$ cat src/rtl/csr_unit.sv
// csr_unit: machine-mode CSR file and trap responder for the RV32I pipeline.
//
// Ports:
//   clk, rst              clock, asynchronous active-high reset
//   csr_reg_rd/_wr        read / write request from the decoder
//   funct3, csr_addr      Zicsr operation and CSR address
//   rs1_data, zimm        register operand / immediate (also the rs1 index)
//   pc, instr_valid       execute-stage PC and its valid flag
//   is_mret               execute-stage instruction is MRET
//   timer_irq, ext_irq    level interrupt inputs
//   csr_rdata             writeback data (pre-write value)
//   csr_illegal           unimplemented CSR, or effective write to a read-only CSR
//   epc_taken, epc_out    PC redirect request and target
module csr_unit #(
    parameter logic [31:0] MTVEC_RESET = 32'h0000_0100,
    parameter logic [31:0] HART_ID     = 32'h0000_0000
) (
    input  logic        clk,
    input  logic        rst,
    input  logic        csr_reg_rd,
    input  logic        csr_reg_wr,
    input  logic [2:0]  funct3,
    input  logic [11:0] csr_addr,
    input  logic [31:0] rs1_data,
    input  logic [4:0]  zimm,
    input  logic [31:0] pc,
    input  logic        instr_valid,
    input  logic        is_mret,
    input  logic        timer_irq,
    input  logic        ext_irq,
    output logic [31:0] csr_rdata,
    output logic        csr_illegal,
    output logic        epc_taken,
    output logic [31:0] epc_out
);

    localparam logic [11:0] ADDR_MSTATUS = 12'h300;
    localparam logic [11:0] ADDR_MIE     = 12'h304;
    localparam logic [11:0] ADDR_MTVEC   = 12'h305;
    localparam logic [11:0] ADDR_MEPC    = 12'h341;
    localparam logic [11:0] ADDR_MCAUSE  = 12'h342;
    localparam logic [11:0] ADDR_MIP     = 12'h344;
    localparam logic [11:0] ADDR_MCYCLE  = 12'hB00;
    localparam logic [11:0] ADDR_MCYCLEH = 12'hB80;
    localparam logic [11:0] ADDR_MHARTID = 12'hF14;

    localparam logic [31:0] ALIGN_MASK   = 32'hFFFF_FFFC;
    localparam logic [31:0] CAUSE_EXT    = 32'h8000_000B;
    localparam logic [31:0] CAUSE_TIMER  = 32'h8000_0007;

    logic        mstatus_mie_q,  mstatus_mie_d;
    logic        mstatus_mpie_q, mstatus_mpie_d;
    logic        mie_mtie_q,     mie_mtie_d;
    logic        mie_meie_q,     mie_meie_d;
    logic [31:0] mtvec_q,        mtvec_d;
    logic [31:0] mepc_q,         mepc_d;
    logic [31:0] mcause_q,       mcause_d;
    logic [63:0] cycle_q,        cycle_d;

    logic [31:0] old_val;
    logic [31:0] operand;
    logic [31:0] new_val;
    logic        implemented;
    logic        read_only;
    logic        eff_wr;
    logic        irq_ext;
    logic        irq_timer;
    logic        irq;
    logic        wr_en;
    logic        mret_go;

    // Address decode and current-value mux, shared by the read port and the
    // read-modify-write path.
    always_comb begin
        old_val     = 32'h0;
        implemented = 1'b1;
        case (csr_addr)
            ADDR_MSTATUS: old_val = {24'h0, mstatus_mpie_q, 3'b0, mstatus_mie_q, 3'b0};
            ADDR_MIE:     old_val = {20'h0, mie_meie_q, 3'b0, mie_mtie_q, 7'b0};
            ADDR_MTVEC:   old_val = mtvec_q;
            ADDR_MEPC:    old_val = mepc_q;
            ADDR_MCAUSE:  old_val = mcause_q;
            ADDR_MIP:     old_val = {20'h0, ext_irq, 3'b0, timer_irq, 7'b0};
            ADDR_MCYCLE:  old_val = cycle_q[31:0];
            ADDR_MCYCLEH: old_val = cycle_q[63:32];
            ADDR_MHARTID: old_val = HART_ID;
            default:      implemented = 1'b0;
        endcase
    end

    always_comb begin
        operand = funct3[2] ? {27'h0, zimm} : rs1_data;
        case (funct3[1:0])
            2'b01:   new_val = operand;
            2'b10:   new_val = old_val | operand;
            2'b11:   new_val = old_val & ~operand;
            default: new_val = old_val;
        endcase
    end

    // RS/RC with a zero source (immediate zero or rs1 index x0) are pure
    // reads, so they neither write nor trip the read-only check.
    assign read_only   = (csr_addr == ADDR_MIP) || (csr_addr == ADDR_MHARTID);
    assign eff_wr      = csr_reg_wr && (funct3[1:0] != 2'b00) && !(funct3[1] && (zimm == 5'd0));
    assign csr_illegal = ((csr_reg_rd || csr_reg_wr) && !implemented) || (eff_wr && read_only);
    assign csr_rdata   = csr_reg_rd ? old_val : 32'h0;

    assign irq_ext   = mstatus_mie_q && mie_meie_q && ext_irq   && instr_valid;
    assign irq_timer = mstatus_mie_q && mie_mtie_q && timer_irq && instr_valid;
    assign irq       = irq_ext || irq_timer;
    assign wr_en     = eff_wr && instr_valid && !csr_illegal && !irq;
    assign mret_go   = is_mret && instr_valid && !irq;

    // Redirect is forced off while reset is asserted so the fetch stage never
    // follows a target computed from registers that are being cleared.
    always_comb begin
        epc_taken = 1'b0;
        epc_out   = 32'h0;
        if (!rst) begin
            if (irq) begin
                epc_taken = 1'b1;
                epc_out   = mtvec_q;
            end else if (mret_go) begin
                epc_taken = 1'b1;
                epc_out   = mepc_q;
            end
        end
    end

    always_comb begin
        mstatus_mie_d  = mstatus_mie_q;
        mstatus_mpie_d = mstatus_mpie_q;
        mie_mtie_d     = mie_mtie_q;
        mie_meie_d     = mie_meie_q;
        mtvec_d        = mtvec_q;
        mepc_d         = mepc_q;
        mcause_d       = mcause_q;
        cycle_d        = cycle_q + 64'd1;

        if (wr_en) begin
            case (csr_addr)
                ADDR_MSTATUS: begin
                    mstatus_mie_d  = new_val[3];
                    mstatus_mpie_d = new_val[7];
                end
                ADDR_MIE: begin
                    mie_mtie_d = new_val[7];
                    mie_meie_d = new_val[11];
                end
                ADDR_MTVEC:   mtvec_d  = new_val & ALIGN_MASK;
                ADDR_MEPC:    mepc_d   = new_val & ALIGN_MASK;
                ADDR_MCAUSE:  mcause_d = new_val;
                // A write to either half freezes the whole counter that cycle.
                ADDR_MCYCLE:  cycle_d  = {cycle_q[63:32], new_val};
                ADDR_MCYCLEH: cycle_d  = {new_val, cycle_q[31:0]};
                default: ;
            endcase
        end

        if (irq) begin
            mepc_d         = pc & ALIGN_MASK;
            mcause_d       = irq_ext ? CAUSE_EXT : CAUSE_TIMER;
            mstatus_mpie_d = mstatus_mie_q;
            mstatus_mie_d  = 1'b0;
        end else if (mret_go) begin
            mstatus_mie_d  = mstatus_mpie_q;
            mstatus_mpie_d = 1'b1;
        end
    end

    always_ff @(posedge clk or posedge rst) begin
        if (rst) begin
            mstatus_mie_q  <= 1'b0;
            mstatus_mpie_q <= 1'b0;
            mie_mtie_q     <= 1'b0;
            mie_meie_q     <= 1'b0;
            mtvec_q        <= MTVEC_RESET & ALIGN_MASK;
            mepc_q         <= 32'h0;
            mcause_q       <= 32'h0;
            cycle_q        <= 64'h0;
        end else begin
            mstatus_mie_q  <= mstatus_mie_d;
            mstatus_mpie_q <= mstatus_mpie_d;
            mie_mtie_q     <= mie_mtie_d;
            mie_meie_q     <= mie_meie_d;
            mtvec_q        <= mtvec_d;
            mepc_q         <= mepc_d;
            mcause_q       <= mcause_d;
            cycle_q        <= cycle_d;
        end
    end

endmodule

$ cat config.mk
export PLATFORM = sky130hd
export DESIGN_NAME = csr_unit
export DESIGN_NICKNAME = d
export VERILOG_FILES = /design/src/rtl/csr_unit.sv
export SDC_FILE = /design/constraint.sdc
export NUM_CORES = 1
export LEC_CHECK = 0
export BUFFER_PORTS_ARGS = -buffer_cell sky130_fd_sc_hd__buf_2
export CORE_MARGIN = 1
export CORE_UTILIZATION = 55
export CTS_CLUSTER_SIZE = 30
export DETAILED_ROUTE_END_ITERATION = 8
export GPL_ROUTABILITY_DRIVEN = 1
export GPL_TIMING_DRIVEN = 1
export PLACE_DENSITY = 0.82
export SLEW_MARGIN = 20
export SYNTH_ARGS = -nofsm -noshare
export SYNTH_HDL_FRONTEND = slang
export SYNTH_SLANG_ARGS = --single-unit
$ cat constraint.sdc
create_clock -name clk -period 14.08 [get_ports clk]
set_input_delay 0.704 -clock clk [delete_from_list [all_inputs] [get_ports clk]]
set_output_delay 0.704 -clock clk [all_outputs]
set_load 0.005 [all_outputs]
# Word level (Yosys, flattened, before mapping)
# Index checks and enable logic that the tools add are counted.
[word_totals]
out_inout_bits = 66
register_bits = 162
elab_cells = 92
[op_classes]
n_mux = 28
n_reduce_logical = 37
bitwise = 3
n_eq_ne = 14
n_addsub = 1
[op_table]
columns = ["operator", "count"]
rows = [
  ["two-way mux 32 bit", 11],
  ["one-hot mux 32 bit (8 select lines)", 1],
  ["one-hot mux 64 bit (2 select lines)", 1],
  ["one-hot mux 32 bit (3 select lines)", 1],
  ["== test 12 x 10 -> 1 bit, second input constant", 6],
  ["adder 64 x 1 -> 64 bit, second input constant", 1],
  ["two-way mux 64 bit", 1],
  ["== test 12 bit, second input constant", 3],
  ["bitwise AND 32 bit", 1],
  ["inverter 32 bit", 1],
  ["bitwise OR 32 bit", 1],
  ["logical AND 1 bit", 16],
  ["two-way mux 1 bit", 12],
  ["AND reduction 2 bit", 5],
  ["OR reduction 9 bit", 1],
  ["nonzero test 2 bit", 4],
  ["nonzero test 3 bit", 2],
  ["logical NOT 5 bit", 1],
  ["== test 2 bit, second input constant", 2],
  ["logical NOT 1 bit", 4],
  ["logical OR 1 bit", 4],
  ["two-way mux 4 bit", 1],
  ["!= test 2 bit, second input constant", 2],
  ["== test 2 x 1 -> 1 bit, second input constant", 1],
]

# Logic depth before layout (Yosys ltp)
[logic_depth]
word_depth = 12
mapped_depth = 11

# Worst setup path before layout
# Ideal clock, no wire load.
[synth_path]
path_type = "input to output"
start = "input csr_addr[3]"
end = "output csr_rdata[10]"
path_stages = 9
t_arrival_ps = 2403
n_path_buf = 4
setup_slack_ps = 10973
cell_sequence = "buf_2 or4_1 clkbuf_2 or3_1 buf_2 buf_6 o2bb2ai_1 a221oi_1 nor2b_1"
[synth_between]
elab_chain_cells = 3
[synth_rtl]
columns = ["element", "line_no", "source"]
rows = [
  ["from (decl)", "23", "input logic [11:0] csr_addr,"],
  ["== test 12 bit / == test 12 x 10 -> 1 bit (equally long branches)", "77", "case (csr_addr)"],
  ["one-hot mux 32 bit (8 select lines) *", "77", ""],
  ["two-way mux 32 bit *", "106", "assign csr_rdata = csr_reg_rd ? old_val : 32'h0;"],
  ["to (decl)", "31", "output logic [31:0] csr_rdata,"],
]
# Every way passes the cells marked *; elsewhere a longest branch is shown, timed or not.

# Worst setup path in the final report
[layout_path]
start = "input csr_addr[7]"
end = "output csr_rdata[6]"
# Same word-level chain as after synthesis.

==> flow_summary.html <==
<table>
<tr><th>Metric</th><th>Value</th></tr>
<tr><th colspan="2">Outcome</th></tr>
<tr><td>Result of the run</td><td>finished, final reports clean</td></tr>
<tr><th colspan="2">Detailed routing</th></tr>
<tr><td>DRC marker count from the first detailed-route iteration</td><td>around 1,400</td></tr>
<tr><td>Metal1 wirelength</td><td>15.27 mm</td></tr>
<tr><td>Routed length on met3</td><td>4.700 mm</td></tr>
<tr><td>Detailed-route DRC error count</td><td>0</td></tr>
<tr><td>Detailed-routed wire length on met2</td><td>17.52 mm</td></tr>
<tr><td>Vias after detailed routing</td><td>11,882</td></tr>
<tr><td>Top layer used by detailed routing</td><td>met4</td></tr>
<tr><td>Number of antenna-violating nets in the routed design</td><td>0</td></tr>
<tr><td>Post-detailed-route wirelength per cell</td><td>~23 um</td></tr>
<tr><td>Sum of routed wire length over all layers</td><td>between 30 and 40 mm</td></tr>
<tr><td>Vias/cell</td><td>6.928</td></tr>
<tr><td>Number of optimization iterations in the first detailed-route pass</td><td>6</td></tr>
<tr><th colspan="2">Layout</th></tr>
<tr><td>Number of nets in the final layout</td><td>1,528</td></tr>
<tr><td>Finished Cell Area</td><td>12,500 um2</td></tr>
<tr><td>Final standard cell utilization of the core</td><td>63.59%</td></tr>
<tr><td>Layout cells sized above 1</td><td>17.27%</td></tr>
<tr><td>Area Growth Syn to Fin</td><td>12.28%</td></tr>
<tr><th colspan="2">Synth</th></tr>
<tr><td>Synth Cell Area</td><td>11,130 um2</td></tr>
<tr><td>Primary FF master, synth</td><td>sky130_fd_sc_hd__dfrtp_1</td></tr>
<tr><td>Number of synthesis warnings</td><td>0</td></tr>
<tr><td>Largest family of logic cells by synthesized area</td><td>compound AO/OA/AOI/OAI gates</td></tr>
<tr><td>Mapped Avg Cell Area</td><td>approximately 8.2 um2</td></tr>
<tr><td>Proportion of netlist area held by the largest area contributor</td><td>35.75%</td></tr>
<tr><td>Cell count after synthesis</td><td>around 1,400</td></tr>
<tr><td>Most frequent cells after synthesis</td><td>sky130_fd_sc_hd__nand2_1, sky130_fd_sc_hd__dfrtp_1, sky130_fd_sc_hd__a21oi_1, sky130_fd_sc_hd__o21ai_0, sky130_fd_sc_hd__nand3_1</td></tr>
<tr><td>Cells taking the most area after synthesis</td><td>sky130_fd_sc_hd__dfrtp_1, sky130_fd_sc_hd__nand2_1, sky130_fd_sc_hd__a21oi_1</td></tr>
<tr><td>Number of flops mapped to enable cells by yosys</td><td>0</td></tr>
<tr><td>Distinct cells, synth</td><td>77</td></tr>
<tr><td>Synth Area in Adders</td><td>0.1124%</td></tr>
<tr><td>Cell type contributing the most total cell area after synthesis</td><td>sky130_fd_sc_hd__dfrtp_1</td></tr>
<tr><td>Fraction of the mapped netlist area in simple logic gates</td><td>between 20% and 30%</td></tr>
<tr><td>Share of flip-flops with an asynchronous set or reset</td><td>100.0%</td></tr>
<tr><td>Sequential element share of the synthesized area</td><td>a little over a third</td></tr>
<tr><td>Mux contribution to synthesized area</td><td>4.283%</td></tr>
<tr><td>Top-count cell post-synth</td><td>sky130_fd_sc_hd__nand2_1</td></tr>
<tr><td>Synthesized-area fraction occupied by xor and xnor cells</td><td>approximately 2.5%</td></tr>
<tr><td>Synth Register Bits</td><td>160</td></tr>
<tr><td>Fraction of the mapped netlist area in compound gates</td><td>between 20 and 30%</td></tr>
<tr><th colspan="2">Global routing</th></tr>
<tr><td>First-pass GRT wire length</td><td>62.27 mm</td></tr>
<tr><td>Largest net degree at the start of global routing</td><td>95</td></tr>
<tr><td>Number of antenna violations at the first check in global routing</td><td>2</td></tr>
<tr><td>Number of global-route vias before repair</td><td>11,170</td></tr>
<tr><td>GRT Residual Overflow</td><td>0</td></tr>
<tr><td>All-Layer GR Usage</td><td>39.46%</td></tr>
<tr><th colspan="2">Pwr</th></tr>
<tr><td>Clk pwr share</td><td>43.4%</td></tr>
<tr><td>Static Leakage</td><td>5.128 nW</td></tr>
<tr><td>Total power</td><td>1.065 mW</td></tr>
<tr><td>Comb power frac</td><td>10.9%</td></tr>
<tr><td>Internal power consumption</td><td>763.1 uW</td></tr>
<tr><td>Share of total power consumed by net switching</td><td>28.34%</td></tr>
<tr><td>Proportion of power drawn by flip-flops and latches</td><td>45.7%</td></tr>
<tr><td>Pwr/cell area</td><td>about 85 nW/um2</td></tr>
<tr><td>Worst vdd rail ir drop</td><td>0.08765 mV</td></tr>
<tr><td>Net switching power figure</td><td>between 300 and 400 uW</td></tr>
<tr><th colspan="2">CTS</th></tr>
<tr><td>CTS HTree Levels</td><td>4</td></tr>
<tr><td>CTS buffer count</td><td>17</td></tr>
<tr><td>CTS resizes</td><td>0</td></tr>
<tr><td>Number of hold buffers added after CTS</td><td>0</td></tr>
<tr><td>Clock tree from TritonCTS</td><td>built</td></tr>
<tr><td>Maximum count of clock buffers along a single path</td><td>2</td></tr>
<tr><td>Clock root buffer</td><td>sky130_fd_sc_hd__clkbuf_16</td></tr>
<tr><td>Number of setup buffers added after CTS</td><td>0</td></tr>
<tr><td>Number of clock sinks</td><td>160</td></tr>
<tr><td>Clock transition at path regs</td><td>70 ps</td></tr>
<tr><td>Clk Latency, worst-skew pair</td><td>450 ps</td></tr>
<tr><th colspan="2">Floorplanning</th></tr>
<tr><td>I/O pin cnt</td><td>158</td></tr>
<tr><td>Floorplan die area</td><td>20,810 um2</td></tr>
<tr><td>Core footprint</td><td>19,650 um2</td></tr>
<tr><td>Number of rows created at floorplan</td><td>51</td></tr>
<tr><td>Initial core utilization</td><td>56.63%</td></tr>
<tr><td>Height of the chip</td><td>approximately 140 um</td></tr>
<tr><td>Die W</td><td>144.3 um</td></tr>
<tr><th colspan="2">Timing</th></tr>
<tr><td>Final period utilization</td><td>around 32%</td></tr>
<tr><td>Skew final</td><td>slightly below 10 ps</td></tr>
<tr><td>Final Hold Vio Count</td><td>0</td></tr>
<tr><td>Highest Clock Rate</td><td>about 0.22 GHz</td></tr>
<tr><td>Final Max Tran Viols</td><td>0</td></tr>
<tr><td>Final-layout setup total negative slack</td><td>0 ps</td></tr>
<tr><td>Unrepaired setup endpoints after global routing</td><td>false</td></tr>
<tr><td># setup viols final</td><td>0</td></tr>
<tr><td>Clock period minus final worst setup slack</td><td>4523 ps</td></tr>
<tr><td>Relative slew slack</td><td>~22%</td></tr>
<tr><td>Worst hold slack after final layout</td><td>between 400 and 500 ps</td></tr>
<tr><td>Tightest Pin Transition</td><td>approximately 1200 ps</td></tr>
<tr><th colspan="2">Worst hold path</th></tr>
<tr><td>Worst hold-check path type</td><td>input port to flip-flop</td></tr>
<tr><td>Hold Crit Start</td><td>pc[22]</td></tr>
<tr><td>Instance count along the most critical hold path</td><td>3</td></tr>
<tr><td>Destination of the worst hold path</td><td>mepc_q[22]</td></tr>
<tr><th colspan="2">Placed design</th></tr>
<tr><td>IO buf count</td><td>153</td></tr>
<tr><td>Global placer's final weighted congestion</td><td>0.9775</td></tr>
<tr><td>HPWL Detailed</td><td>26.30 mm</td></tr>
<tr><td>Post-DP Area</td><td>11,910 um2</td></tr>
<tr><th colspan="2">Worst setup path</th></tr>
<tr><td>Arrival time at the worst endpoint</td><td>3820 ps</td></tr>
<tr><td>Reg-to-reg critical path startpoint</td><td>cycle_q[28]</td></tr>
<tr><td>Worst-path maximum fanout</td><td>43</td></tr>
<tr><td>Terminus of the critical flop-to-flop path</td><td>cycle_q[61]</td></tr>
<tr><td>Endpoint class of the critical path</td><td>output port</td></tr>
<tr><td>Crit path kind</td><td>input port to output port</td></tr>
<tr><td>Number of cells traversed by the worst register-to-register path</td><td>6</td></tr>
<tr><td>Setup slack on the worst flop-to-flop path</td><td>~11,000 ps</td></tr>
<tr><td>Critical Path RT</td><td>13,380 ps</td></tr>
<tr><td>Category of the worst setup path launch point</td><td>input port</td></tr>
<tr><th colspan="2">Run</th></tr>
<tr><td>Count of maximum capacitance violations</td><td>0</td></tr>
</table>
## final cells by class
| cell class | instances | area (um2) |
|---|---|---|
| well taps | 265 | 331.6 |
| diodes | 2 | 5.005 |
| inverters | 18 | 72.57 |
| multi-input cells | 1067 | 6609 |
| flip-flops and latches | 160 | 4005 |
| fillers | 1721 | 7157 |
| repair buffers | 171 | 903.4 |
| clock buffers | 19 | 442.9 |
| clock inverters | 13 | 127.6 |
## power groups by stage
| stage | registers (mW) | clock network (mW) | logic [mW] |
|---|---|---|---|
| floorplan | 0.490 | 0 | 0.0739 |
| global placement | 0.493 | 0 | 0.110 |
| detailed placement | 0.494 | 0 | 0.112 |
| CTS | 0.485 | 0.459 | 0.113 |
| global route | 0.487 | 0.479 | 0.125 |
| finish | 0.486 | 0.463 | 0.116 |
## placed cells by master (no fill, tap or decap), types with 11 or more instances in the layout
cell type	synthesis	routed
sky130_fd_sc_hd__nand4_1	20	20
sky130_fd_sc_hd__nand2_1	167	166
sky130_fd_sc_hd__a22o_1	14	14
sky130_fd_sc_hd__buf_4	4	19
sky130_fd_sc_hd__xnor2_1	20	20
sky130_fd_sc_hd__nor2b_1	45	45
sky130_fd_sc_hd__xor2_1	12	12
sky130_fd_sc_hd__inv_1	18	17
sky130_fd_sc_hd__mux2_2	13	13
sky130_fd_sc_hd__dfrtp_1	159	159
sky130_fd_sc_hd__nor3_1	32	32
sky130_fd_sc_hd__buf_2	20	152
sky130_fd_sc_hd__nor2_1	54	51
sky130_fd_sc_hd__and3_1	23	23
sky130_fd_sc_hd__a22oi_1	31	31
sky130_fd_sc_hd__o211ai_1	26	26
sky130_fd_sc_hd__mux2i_1	33	33
sky130_fd_sc_hd__o2bb2ai_1	13	13
sky130_fd_sc_hd__and2_1	22	22
sky130_fd_sc_hd__a21boi_0	11	11
sky130_fd_sc_hd__clkbuf_16	0	17
sky130_fd_sc_hd__a211oi_1	31	31
sky130_fd_sc_hd__o31ai_1	16	16
sky130_fd_sc_hd__o21ai_0	102	102
sky130_fd_sc_hd__nand3_1	93	92
sky130_fd_sc_hd__a21oi_1	109	109
sky130_fd_sc_hd__a221oi_1	22	22
sky130_fd_sc_hd__nor4_1	20	20
## worst max path at each step
stage / from / slack [ps] / end
floorplan: rst / 8860 / cycle_q[0]
global placement: csr_addr[7] / 9550 / csr_rdata[17]
detailed placement: csr_addr[7] / 9500 / csr_rdata[6]
CTS: csr_addr[7] / 9490 / csr_rdata[6]
global route: csr_addr[7] / 9510 / csr_rdata[6]
finish: csr_addr[7] / 9560 / csr_rdata[6]
## critical path: stages
cell and delay, ps:
sky130_fd_sc_hd__buf_4 310, sky130_fd_sc_hd__nand4bb_1 740, sky130_fd_sc_hd__nor3b_2 1140, sky130_fd_sc_hd__buf_4 380
sky130_fd_sc_hd__a22oi_1 140, sky130_fd_sc_hd__a21boi_0 240, sky130_fd_sc_hd__buf_2 150
## through the flow
step | worst slack (ps) | std cells
floorplan | 8863 | 1358
global placement | 9547 | 1681
detailed placement | 9496 | 1681
CTS | 9490 | 1713
global route | 9507 | 1715
finish | 9557 | 1715
## flip-flops by register name (all words and copies together), names as in the netlist
register and count:
cycle_q 64, mcause_q 32, mepc_q 30, mtvec_q 30
mie_meie_q 1, mie_mtie_q 1, mstatus_mie_q 1, mstatus_mpie_q 1
## cell families after synthesis
family,after synthesis
other cells,1
buf+inv,131
xor+xnor,32
fa+ha+maj,1
simple gates,540
flops,160
compound gates,446
mux,46
## per-layer routing
layer  vias up  GRT usage (%)
li1       5225              -
met1      5641          51.92
met2       859          58.96
met3       157          10.53
met4         0          21.72
met5         -              0
No activity file was read; power rests on OpenSTA's default activity.
